==> config.mk <==
export PLATFORM = sky130hd
export DESIGN_NAME = seg_scan_reader
export DESIGN_NICKNAME = d
export VERILOG_FILES = /design/src/rtl/seg_pkg.sv /design/src/rtl/seg_pattern_to_bcd.sv /design/src/rtl/seg_scan_reader.sv
export SDC_FILE = /design/constraint.sdc
export NUM_CORES = 1
export LEC_CHECK = 0
export ABC_AREA = 1
export BUFFER_PORTS_ARGS = -buffer_cell sky130_fd_sc_hd__buf_4
export CAP_MARGIN = 10
export CORE_MARGIN = 2
export CORE_UTILIZATION = 57
export DETAILED_ROUTE_END_ITERATION = 8
export GPL_ROUTABILITY_DRIVEN = 0
export GPL_TIMING_DRIVEN = 0
export PLACE_DENSITY_LB_ADDON = 0.05
export SLEW_MARGIN = 20
export SYNTH_ARGS = -nofsm -noshare
export SYNTH_HDL_FRONTEND = slang
export SYNTH_SLANG_ARGS = --single-unit
export TNS_END_PERCENT = 100
==> constraint.sdc <==
create_clock -name clk -period 3 [get_ports clk]
set_input_delay 0.6 -clock clk [delete_from_list [all_inputs] [get_ports clk]]
set_output_delay 0.6 -clock clk [all_outputs]
set_load 0.02 [all_outputs]
==> src/rtl/seg_pkg.sv <==
// Shared segment constants for the 7-segment encode/decode path.
// Pattern bit order is {a,b,c,d,e,f,g}: a is the top bar (MSB), g the middle bar (LSB).
package seg_pkg;

    localparam logic [6:0] SEG_0 = 7'b1111110;
    localparam logic [6:0] SEG_1 = 7'b0110000;
    localparam logic [6:0] SEG_2 = 7'b1101101;
    localparam logic [6:0] SEG_3 = 7'b1111001;
    localparam logic [6:0] SEG_4 = 7'b0110011;
    localparam logic [6:0] SEG_5 = 7'b1011011;
    localparam logic [6:0] SEG_6 = 7'b1011111;
    localparam logic [6:0] SEG_7 = 7'b1110000;
    localparam logic [6:0] SEG_8 = 7'b1111111;
    localparam logic [6:0] SEG_9 = 7'b1111011;

    // An all-dark digit reads back as blank.
    localparam logic [6:0] SEG_BLANK = 7'b0000000;

    localparam logic [3:0] CODE_BLANK   = 4'hA;
    localparam logic [3:0] CODE_INVALID = 4'hF;

endpackage

==> src/rtl/seg_pattern_to_bcd.sv <==
// Reverse of the BCD-to-segment decoder: maps a lit-segment pattern back to
// its BCD digit, 0xA for a dark digit, 0xF for anything unrecognised.
module seg_pattern_to_bcd
    import seg_pkg::*;
(
    input  logic       a,
    input  logic       b,
    input  logic       c,
    input  logic       d,
    input  logic       e,
    input  logic       f,
    input  logic       g,
    output logic [3:0] code
);

    logic [6:0] pattern;

    assign pattern = {a, b, c, d, e, f, g};

    // Exact-match lookup; partial or corrupted patterns fall through to invalid.
    always_comb begin
        code = CODE_INVALID;
        case (pattern)
            SEG_0:     code = 4'd0;
            SEG_1:     code = 4'd1;
            SEG_2:     code = 4'd2;
            SEG_3:     code = 4'd3;
            SEG_4:     code = 4'd4;
            SEG_5:     code = 4'd5;
            SEG_6:     code = 4'd6;
            SEG_7:     code = 4'd7;
            SEG_8:     code = 4'd8;
            SEG_9:     code = 4'd9;
            SEG_BLANK: code = CODE_BLANK;
            default:   code = CODE_INVALID;
        endcase
    end

endmodule

==> src/rtl/seg_scan_reader.sv <==
// Reads back a multiplexed 7-segment bus and recovers the value shown on each
// digit. A value is committed only after STABLE_COUNT consecutive identical
// visits to that digit; visits to other digits and idle cycles do not break
// a run. Stage 1 registers the pins, stage 2 decodes and updates per-digit
// state, so a sample on the pins in cycle n shows on the outputs in cycle n+2.
module seg_scan_reader
    import seg_pkg::*;
#(
    parameter int NUM_DIGITS   = 4,
    parameter int STABLE_COUNT = 3
) (
    input  logic                      clk,
    input  logic                      rst,
    input  logic                      a,
    input  logic                      b,
    input  logic                      c,
    input  logic                      d,
    input  logic                      e,
    input  logic                      f,
    input  logic                      g,
    input  logic [NUM_DIGITS-1:0]     dig_en,
    input  logic                      clr_err,
    output logic [4*NUM_DIGITS-1:0]   digits,
    output logic [NUM_DIGITS-1:0]     digit_valid,
    output logic                      upd,
    output logic [NUM_DIGITS-1:0]     seg_err,
    output logic                      ghost_err
);

    localparam int CW = $clog2(STABLE_COUNT + 1);
    localparam int IW = (NUM_DIGITS > 1) ? $clog2(NUM_DIGITS) : 1;
    localparam logic [CW-1:0] CNT_MAX = CW'(STABLE_COUNT);
    localparam logic [CW-1:0] CNT_ONE = CW'(1);
    localparam logic [NUM_DIGITS-1:0] EN_ONE = NUM_DIGITS'(1);

    // Stage 1 sample register
    logic [6:0]            seg_q;
    logic [NUM_DIGITS-1:0] en_q;

    // Per-digit state
    logic [3:0]    cand  [NUM_DIGITS];
    logic [CW-1:0] cnt   [NUM_DIGITS];
    logic [3:0]    dig_r [NUM_DIGITS];

    // Stage 2 decode of the registered sample
    logic [3:0]    code;
    logic          en_any;
    logic          en_multi;
    logic          hit;
    logic [IW-1:0] sel;
    logic [3:0]    cur_cand;
    logic [CW-1:0] cur_cnt;
    logic          same;
    logic [CW-1:0] next_cnt;
    logic          commit;
    logic          changed;

    // Register the raw bus every cycle so stage 2 sees a coherent snapshot.
    always_ff @(posedge clk) begin
        if (rst) begin
            seg_q <= '0;
            en_q  <= '0;
        end else begin
            seg_q <= {a, b, c, d, e, f, g};
            en_q  <= dig_en;
        end
    end

    seg_pattern_to_bcd u_dec (
        .a    (seg_q[6]),
        .b    (seg_q[5]),
        .c    (seg_q[4]),
        .d    (seg_q[3]),
        .e    (seg_q[2]),
        .f    (seg_q[1]),
        .g    (seg_q[0]),
        .code (code)
    );

    assign en_any   = |en_q;
    assign en_multi = (en_q & (en_q - EN_ONE)) != '0;
    assign hit      = en_any && !en_multi;

    // Index of the enabled digit; only meaningful when the sample is one-hot.
    always_comb begin
        sel = '0;
        for (int i = 0; i < NUM_DIGITS; i++) begin
            if (en_q[i]) sel = IW'(i);
        end
    end

    assign cur_cand = cand[sel];
    assign cur_cnt  = cnt[sel];
    assign same     = (code == cur_cand);

    // Run length: extend (saturating) on a repeat, restart at 1 on a new code.
    always_comb begin
        if (!same)                 next_cnt = CNT_ONE;
        else if (cur_cnt == CNT_MAX) next_cnt = cur_cnt;
        else                       next_cnt = cur_cnt + CNT_ONE;
    end

    // Commit only on the transition into STABLE_COUNT, never while saturated.
    // The committed code always equals the sample's code.
    assign commit  = hit && (next_cnt == CNT_MAX) && (!same || (cur_cnt != CNT_MAX));
    assign changed = !digit_valid[sel] || (dig_r[sel] != code);

    // Per-digit candidates, counters, committed values and status flags.
    always_ff @(posedge clk) begin
        if (rst) begin
            for (int i = 0; i < NUM_DIGITS; i++) begin
                cand[i]  <= '0;
                cnt[i]   <= '0;
                dig_r[i] <= '0;
            end
            digit_valid <= '0;
            upd         <= 1'b0;
            seg_err     <= '0;
            ghost_err   <= 1'b0;
        end else begin
            upd <= commit && changed;
            if (hit) begin
                cand[sel] <= code;
                cnt[sel]  <= next_cnt;
            end
            if (commit) begin
                dig_r[sel]       <= code;
                digit_valid[sel] <= 1'b1;
            end
            // Clear first so a set event in the same cycle takes priority.
            if (clr_err) begin
                seg_err   <= '0;
                ghost_err <= 1'b0;
            end
            if (commit && (code == CODE_INVALID)) seg_err[sel] <= 1'b1;
            if (en_multi) ghost_err <= 1'b1;
        end
    end

    for (genvar gi = 0; gi < NUM_DIGITS; gi++) begin : g_digits
        assign digits[4*gi +: 4] = dig_r[gi];
    end

endmodule
==> results of run 1 <==
## cells in the mapped netlist, drive strengths merged
cell type / instances
inv: 53
o22ai: 4
a221oi: 2
nand3: 15
nor3: 2
o21ai: 10
edfxtp: 40
xor2: 1
clkinv: 1
buf: 2
o221ai: 2
o31ai: 1
dfxtp: 21
a21oi: 11
a22o: 5
nor2: 88
nand4: 7
clkbuf: 3
nand2: 92
## flip-flops by register name, summed over array words and instances, names as in the netlist, 4 cells and up
signal / cells
cand: 16
cnt: 8
dig_r: 16
digit_valid: 4
en_q: 4
seg_err: 4
seg_q: 7
## cell type report
cell class	count	area [sq um]
fillers	434	1519
well taps	70	87.58
flip-flops and latches	61	1622
repair buffers	39	292.8
inverters	54	205.2
plain buffers	5	21.27
clock buffers	14	162.7
clock inverters	1	30.03
multi-input cells	240	1167
## layer usage
metal | global-route usage (%) | wire length [microns] | vias up
met1 | 31.37 | 2887 | 1168
met4 | 11.45 | 183 | 0
li1 | - | - | 1256
met2 | 40.18 | 3177 | 81
met5 | 0 | 0 | -
met3 | 6.588 | 423 | 18
## power groups by stage
stage                     Combinational, uW  Clock, uW  Sequential, uW
final                                   224        724             958
after global routing                    249        769             962
after CTS                               222        735             958
after detailed placement                221          0             976
after global placement                  217          0             975
after floorplan                         142          0             982
## logic make-up after synthesis
family                    share of synthesized area [%]
and+or+nand+nor                                   30.87
DFF                                               53.78
buffers and inverters                             7.510
AOI/OAI and AO/OA                                 7.552
xor gates and xnor gates                         0.2905
## final timing paths
kind               from          end  slack [ns]
max             en_q[3]  dig_r[1][2]        0.43
max reg2reg     en_q[3]  dig_r[1][2]        0.43
min           dig_en[0]      en_q[0]        0.45
min reg2reg  seg_err[3]   seg_err[3]        0.46
## critical path, stage by stage (launching register included)
cell and delay [ns]:
dfxtp_1 0.47, nor2_1 0.12, nand2_1 0.16, inv_2 0.16, nand2_1 0.09, nand2_1 0.06
nor2_1 0.15, inv_1 0.06, nand2_1 0.06, nand2_1 0.06, inv_2 0.06, nand3_4 0.09
nor2_8 0.20, nand3_4 0.14, inv_4 0.13, nand2_4 0.08, nand2_1 0.17
## cells in the final DEF (no fill, tap or decap), types with 2 or more instances in the layout
cell      instances
a21oi_1          10
nand3_4           2
nor2_8            2
nand2_2           4
clkbuf_1          6
buf_4            39
o22ai_1           4
a22o_1            5
nand2_4           4
clkbuf_8         11
nand3_2           3
nand2_1          84
dfxtp_1          21
a221oi_1          2
buf_2             2
edfxtp_1         40
nand4_1           7
o221ai_1          2
o21ai_1           4
inv_2             8
inv_1            44
nand3_1          10
nor2_1           85
o21ai_0           6
## metrics by stage
stage	total power [uW]	hold WS (ns)	std cells	area [sq um]	setup WS [ns]
floorplan	1125	0.5390	360	3015	0.8955
global placement	1192	0.4573	469	3396	0.5226
detailed placement	1197	0.4594	469	3396	0.4640
CTS	1916	0.4399	484	3588	0.4449
global route	1981	0.4628	484	3588	0.2518
finish	1906	0.4481	484	3588	0.4254
==> reports/metrics.yaml, run 1 <==
outcome:
  status: "complete, no violations"
min_path:
  hold_depth: 3
  hp-class: "in -> reg"
die:
  die_w_microns: 76.74
  fp-row-count: 26
  coreArea_sq_um: 5107
  die_h_microns: 76.74
  io-pin-count: 40
  start_util_pct: 59.04
  die-area_sq_um: 5888
power:
  switchingPower_uw: 472.9
  power_leakage_uw: 0.001798
  seq_power_share_pct: 50.3
  ir_worst_vdd_v: 0.0003872
  switching_share_pct: 24.81
  power_frac_comb_pct: 11.7
  internal-power_uw: 1433
  power.share.clock_pct: 38.0
  power_density_nw_per_um2: 531.1
timing:
  period_share_pct: 85.82
  setup_viol_count_final: 0
  hold_violations: 0
  fin_setup_tns_ns: 0
  worstMarginPinSlew_ns: 1.047
  rsz0062_at_grt: "no"
  maxSlewViolCount: 0
  clock_skew_ns: 0.008797
  relSlewSlack_pct: 29.46
  finalCriticalPeriod_ns: 2.575
  fmax_ghz: 0.3884
critical_path:
  critical_path_class: "reg -> reg"
  crit_required_ns: 3.03
  crit_path_end_kind: "register"
  crit_fanout: 10
  start_kind: "register"
  worstRegToRegCells: 16
  arrival_ns: 2.61
logic_synthesis:
  yosys_register_bits: 61
  yosysTopAreaCell: "edfxtp_1"
  syn_inst: 360
  postSynthAreaPerCell_sq_um: 8.376
  synth-seq-area-share_pct: 53.78
  synth_cell_types: 30
  synth_fp_nets: 374
  synth_area_leaders: "edfxtp_1, dfxtp_1, nor2_1"
  synth_area_sq_um: 3015
  yosysWarningCount: 0
  yosys.area.top_type_share_pct: 39.83
cts:
  cts-root-buf: "clkbuf_8"
  cts_tree: "done"
  ctsResizeCount: 0
  cts_sinks: 61
  htree_num_levels: 3
  cts_buffers: 9
  clkTransAtPathRegs_ns: 0.07
  worstSkewPairLatency_ns: 0.34
  cts.path.max_buffers: 2
  cts_hold_buf: 0
  postCtsSetupBuffers: 0
route:
  wirelength_mm: 6.672
  drt_first_iter_violations: 166
  routedWlPerCell_microns: 13.79
  drcViolationCount: 0
  ant_nets: 0
  firstDrtPassIters: 4
  vias_per_cell: 5.213
  num_vias: 2523
global_route:
  grt_overflow_total: 0
  antenna_found_initial: 0
  grt_use_total_pct: 24.89
  first_global_vias: 2417
  grt_start_max_net_pins: 11
  grt_pass1_wl_mm: 11.21
place:
  dpl.hpwl_mm: 4.807
  numPortBuffers: 39
cells_and_area:
  nets: 424
  post-route-util_pct: 70.26
  layout-drive-gt1-share_pct: 19.32
  antenna_cells: 0
  syn_to_final_growth_pct: 19.00
flow_run:
  cap_violations: 0
Power figures use the tool's default switching activity.
==> run 2: changes to the inputs <==
==> constraint.sdc (replaced) <==
create_clock -name clk -period 2.7 [get_ports clk]
set_input_delay 0.54 -clock clk [delete_from_list [all_inputs] [get_ports clk]]
set_output_delay 0.54 -clock clk [all_outputs]
set_load 0.02 [all_outputs]
==> reports/metrics.yaml, run 2 (synthesized netlist as in run 1, its figures left out) <==
power:
  power_frac_comb_pct: 11.8  # about the same
  power_density_nw_per_um2: 588.6  # +11%
  internal-power_uw: 1593  # +11%
  switchingPower_uw: 524.2  # +11%
  ir_worst_vdd_v: 0.0004292  # +11%
  switching_share_pct: 24.76  # -0.056 points
  seq_power_share_pct: 50.3  # about the same
  power.share.clock_pct: 37.9  # about the same
  power_leakage_uw: 0.001800  # +0.12%
route:
  wirelength_mm: 6.700  # +0.42%
  wl_met1_mm: 2.863  # -0.83%
  ant_nets: 0  # unchanged
  routedWlPerCell_microns: 13.84  # +0.42%
  num_vias: 2549  # +1.0%
  drt_first_iter_violations: 154  # -7.2%
  wl_met3_microns: 419  # -0.95%
  highest_layer: "met4"
  vias_per_cell: 5.267  # +1.0%
  firstDrtPassIters: 5  # +1
  dr_wl_met2_mm: 3.268  # +2.9%
  drcViolationCount: 0  # unchanged
min_path:
  hp-class: "in -> reg"
  hold_start: "dig_en[0]"
cells_and_area:
  final_cells: 484  # unchanged
  antenna_cells: 0  # unchanged
  syn_to_final_growth_pct: 19.29
  nets: 424  # unchanged
  final.fill_count: 429  # -1.2%
  mostFrequentLayoutCell: "nand2_1"
  top_regs: "cand: 16 flops, dig_r: 16 flops, cnt: 8 flops"
  final_cell_mix: "nand2_1, nor2_1, inv_1"
  layout-drive-gt1-share_pct: 20.53  # +1.2 points
die:
  fp-row-count: 26  # unchanged
  die_h_microns: 76.74  # unchanged
  die_w_microns: 76.74  # unchanged
  die-area_sq_um: 5888  # unchanged
  start_util_pct: 59.04  # unchanged
  io-pin-count: 40  # unchanged
  coreArea_sq_um: 5107  # unchanged
timing:
  maxSlewViolCount: 0  # unchanged
  fmax_ghz: 0.3990  # +2.7%
  finalCriticalPeriod_ns: 2.506  # -0.06824 ns
  fin_setup_tns_ns: 0  # unchanged
  worstMarginPinSlew_ns: 1.060  # +0.01255 ns
  setup_viol_count_final: 0  # unchanged
  period_share_pct: 92.83  # +7.0 points
  hold_violations: 0  # unchanged
  relSlewSlack_pct: 28.61  # -0.85 points
  rsz0062_at_grt: "no"
  clock_skew_ns: 0.008658  # -0.0001396 ns
critical_path:
  critical_path_class: "reg -> reg"
  cp-startpoint: "seg_q[5]"
  rr_startpoint: "seg_q[5]"
  crit_path_end_kind: "register"
  crit_fanout: 8  # -2
  crit_required_ns: 2.73  # -0.30 ns
  arrival_ns: 2.54  # -0.07 ns
  r2r_setup_slack_ns: 0.19  # -0.23 ns
  start_kind: "register"
global_route:
  first_global_vias: 2417  # unchanged
  grt_pass1_wl_mm: 11.21  # unchanged
  antenna_found_initial: 0  # unchanged
  grt_overflow_total: 0  # unchanged
  grt_use_total_pct: 24.89  # unchanged
  grt_start_max_net_pins: 11  # unchanged
cts:
  cts_tree: "done"
  cts-root-buf: "clkbuf_8"
  htree_num_levels: 3  # unchanged
  cts.path.max_buffers: 2  # unchanged
  worstSkewPairLatency_ns: 0.34  # about the same
  cts_buffers: 9  # unchanged
  clkTransAtPathRegs_ns: 0.07  # about the same
  postCtsSetupBuffers: 0  # unchanged
  cts_hold_buf: 0  # unchanged
  cts_sinks: 61  # unchanged
  ctsResizeCount: 0  # unchanged
outcome:
  status: "complete, no violations"
place:
  numPortBuffers: 39  # unchanged
  dpl.hpwl_mm: 4.807  # unchanged
  dp_cells: 469  # unchanged
flow_run:
  cap_violations: 0  # unchanged
==> run 2: power groups by stage <==
stage | sequential [uW] | combinational, uW | clock, uW
floorplan | 1090 | 158 | 0
CTS | 1060 | 247 | 817
global placement | 1080 | 241 | 0
global route | 1070 | 277 | 854
finish | 1070 | 249 | 802
detailed placement | 1080 | 245 | 0
==> run 2: worst max-delay path, cell delays in order, from the launching register on <==
cell and delay [ns]:
dfxtp_1 0.42, nand2_2 0.13, nor2_1 0.18, nand3_1 0.11, nand2_1 0.09, nor2_2 0.07, a21oi_4 0.25, nand2_1 0.08
nand2_1 0.09, nand2_2 0.09, nor2_8 0.17, nand3_4 0.14, inv_4 0.13, nand2_4 0.08, nand2_1 0.17
==> run 2: area by class of cell <==
| cell class | instances | area (sq um) | area share, % |
|---|---|---|---|
| Timing Repair Buffer | 39 | 292.8 | 8.139 |
| Tap cell | 70 | 87.58 | 2.435 |
| Clock buffer | 14 | 162.7 | 4.522 |
| Clock inverter | 1 | 30.03 | 0.8348 |
| Inverter | 54 | 205.2 | 5.704 |
| Buffer | 5 | 21.27 | 0.5913 |
| Multi-Input combinational cell | 240 | 1172 | 32.59 |
| Sequential cell | 61 | 1625 | 45.18 |
==> run 2: stage by stage <==
| stage | utilization [%] | instance area [sq um] | setup WS (ns) | hold WS [ns] | power, uW |
|---|---|---|---|---|---|
| after floorplan | - | 3015 | 0.5955 | 0.5390 | 1249 |
| after global placement | 66.49 | 3396 | 0.2226 | 0.4573 | 1324 |
| after detailed placement | 66.49 | 3396 | 0.1640 | 0.4594 | 1330 |
| after CTS | 70.26 | 3588 | 0.1449 | 0.3799 | 2129 |
| after global routing | 70.43 | 3597 | 0.007761 | 0.4028 | 2202 |
| final | 70.43 | 3597 | 0.1937 | 0.3904 | 2117 |
==> run 2: routing by layer <==
layer,GRT usage (%),vias up
li1,-,1257
met1,31.37,1177
met2,40.18,98
met3,6.588,17
met4,11.45,0
met5,0,-
==> run 2: worst paths after layout <==
kind / end / cells after the start
hold / removal: en_q[0] / 3
setup / recovery: dig_r[1][2] / 14
hold reg to reg: seg_err[3] / 2
setup reg to reg: dig_r[1][2] / 14
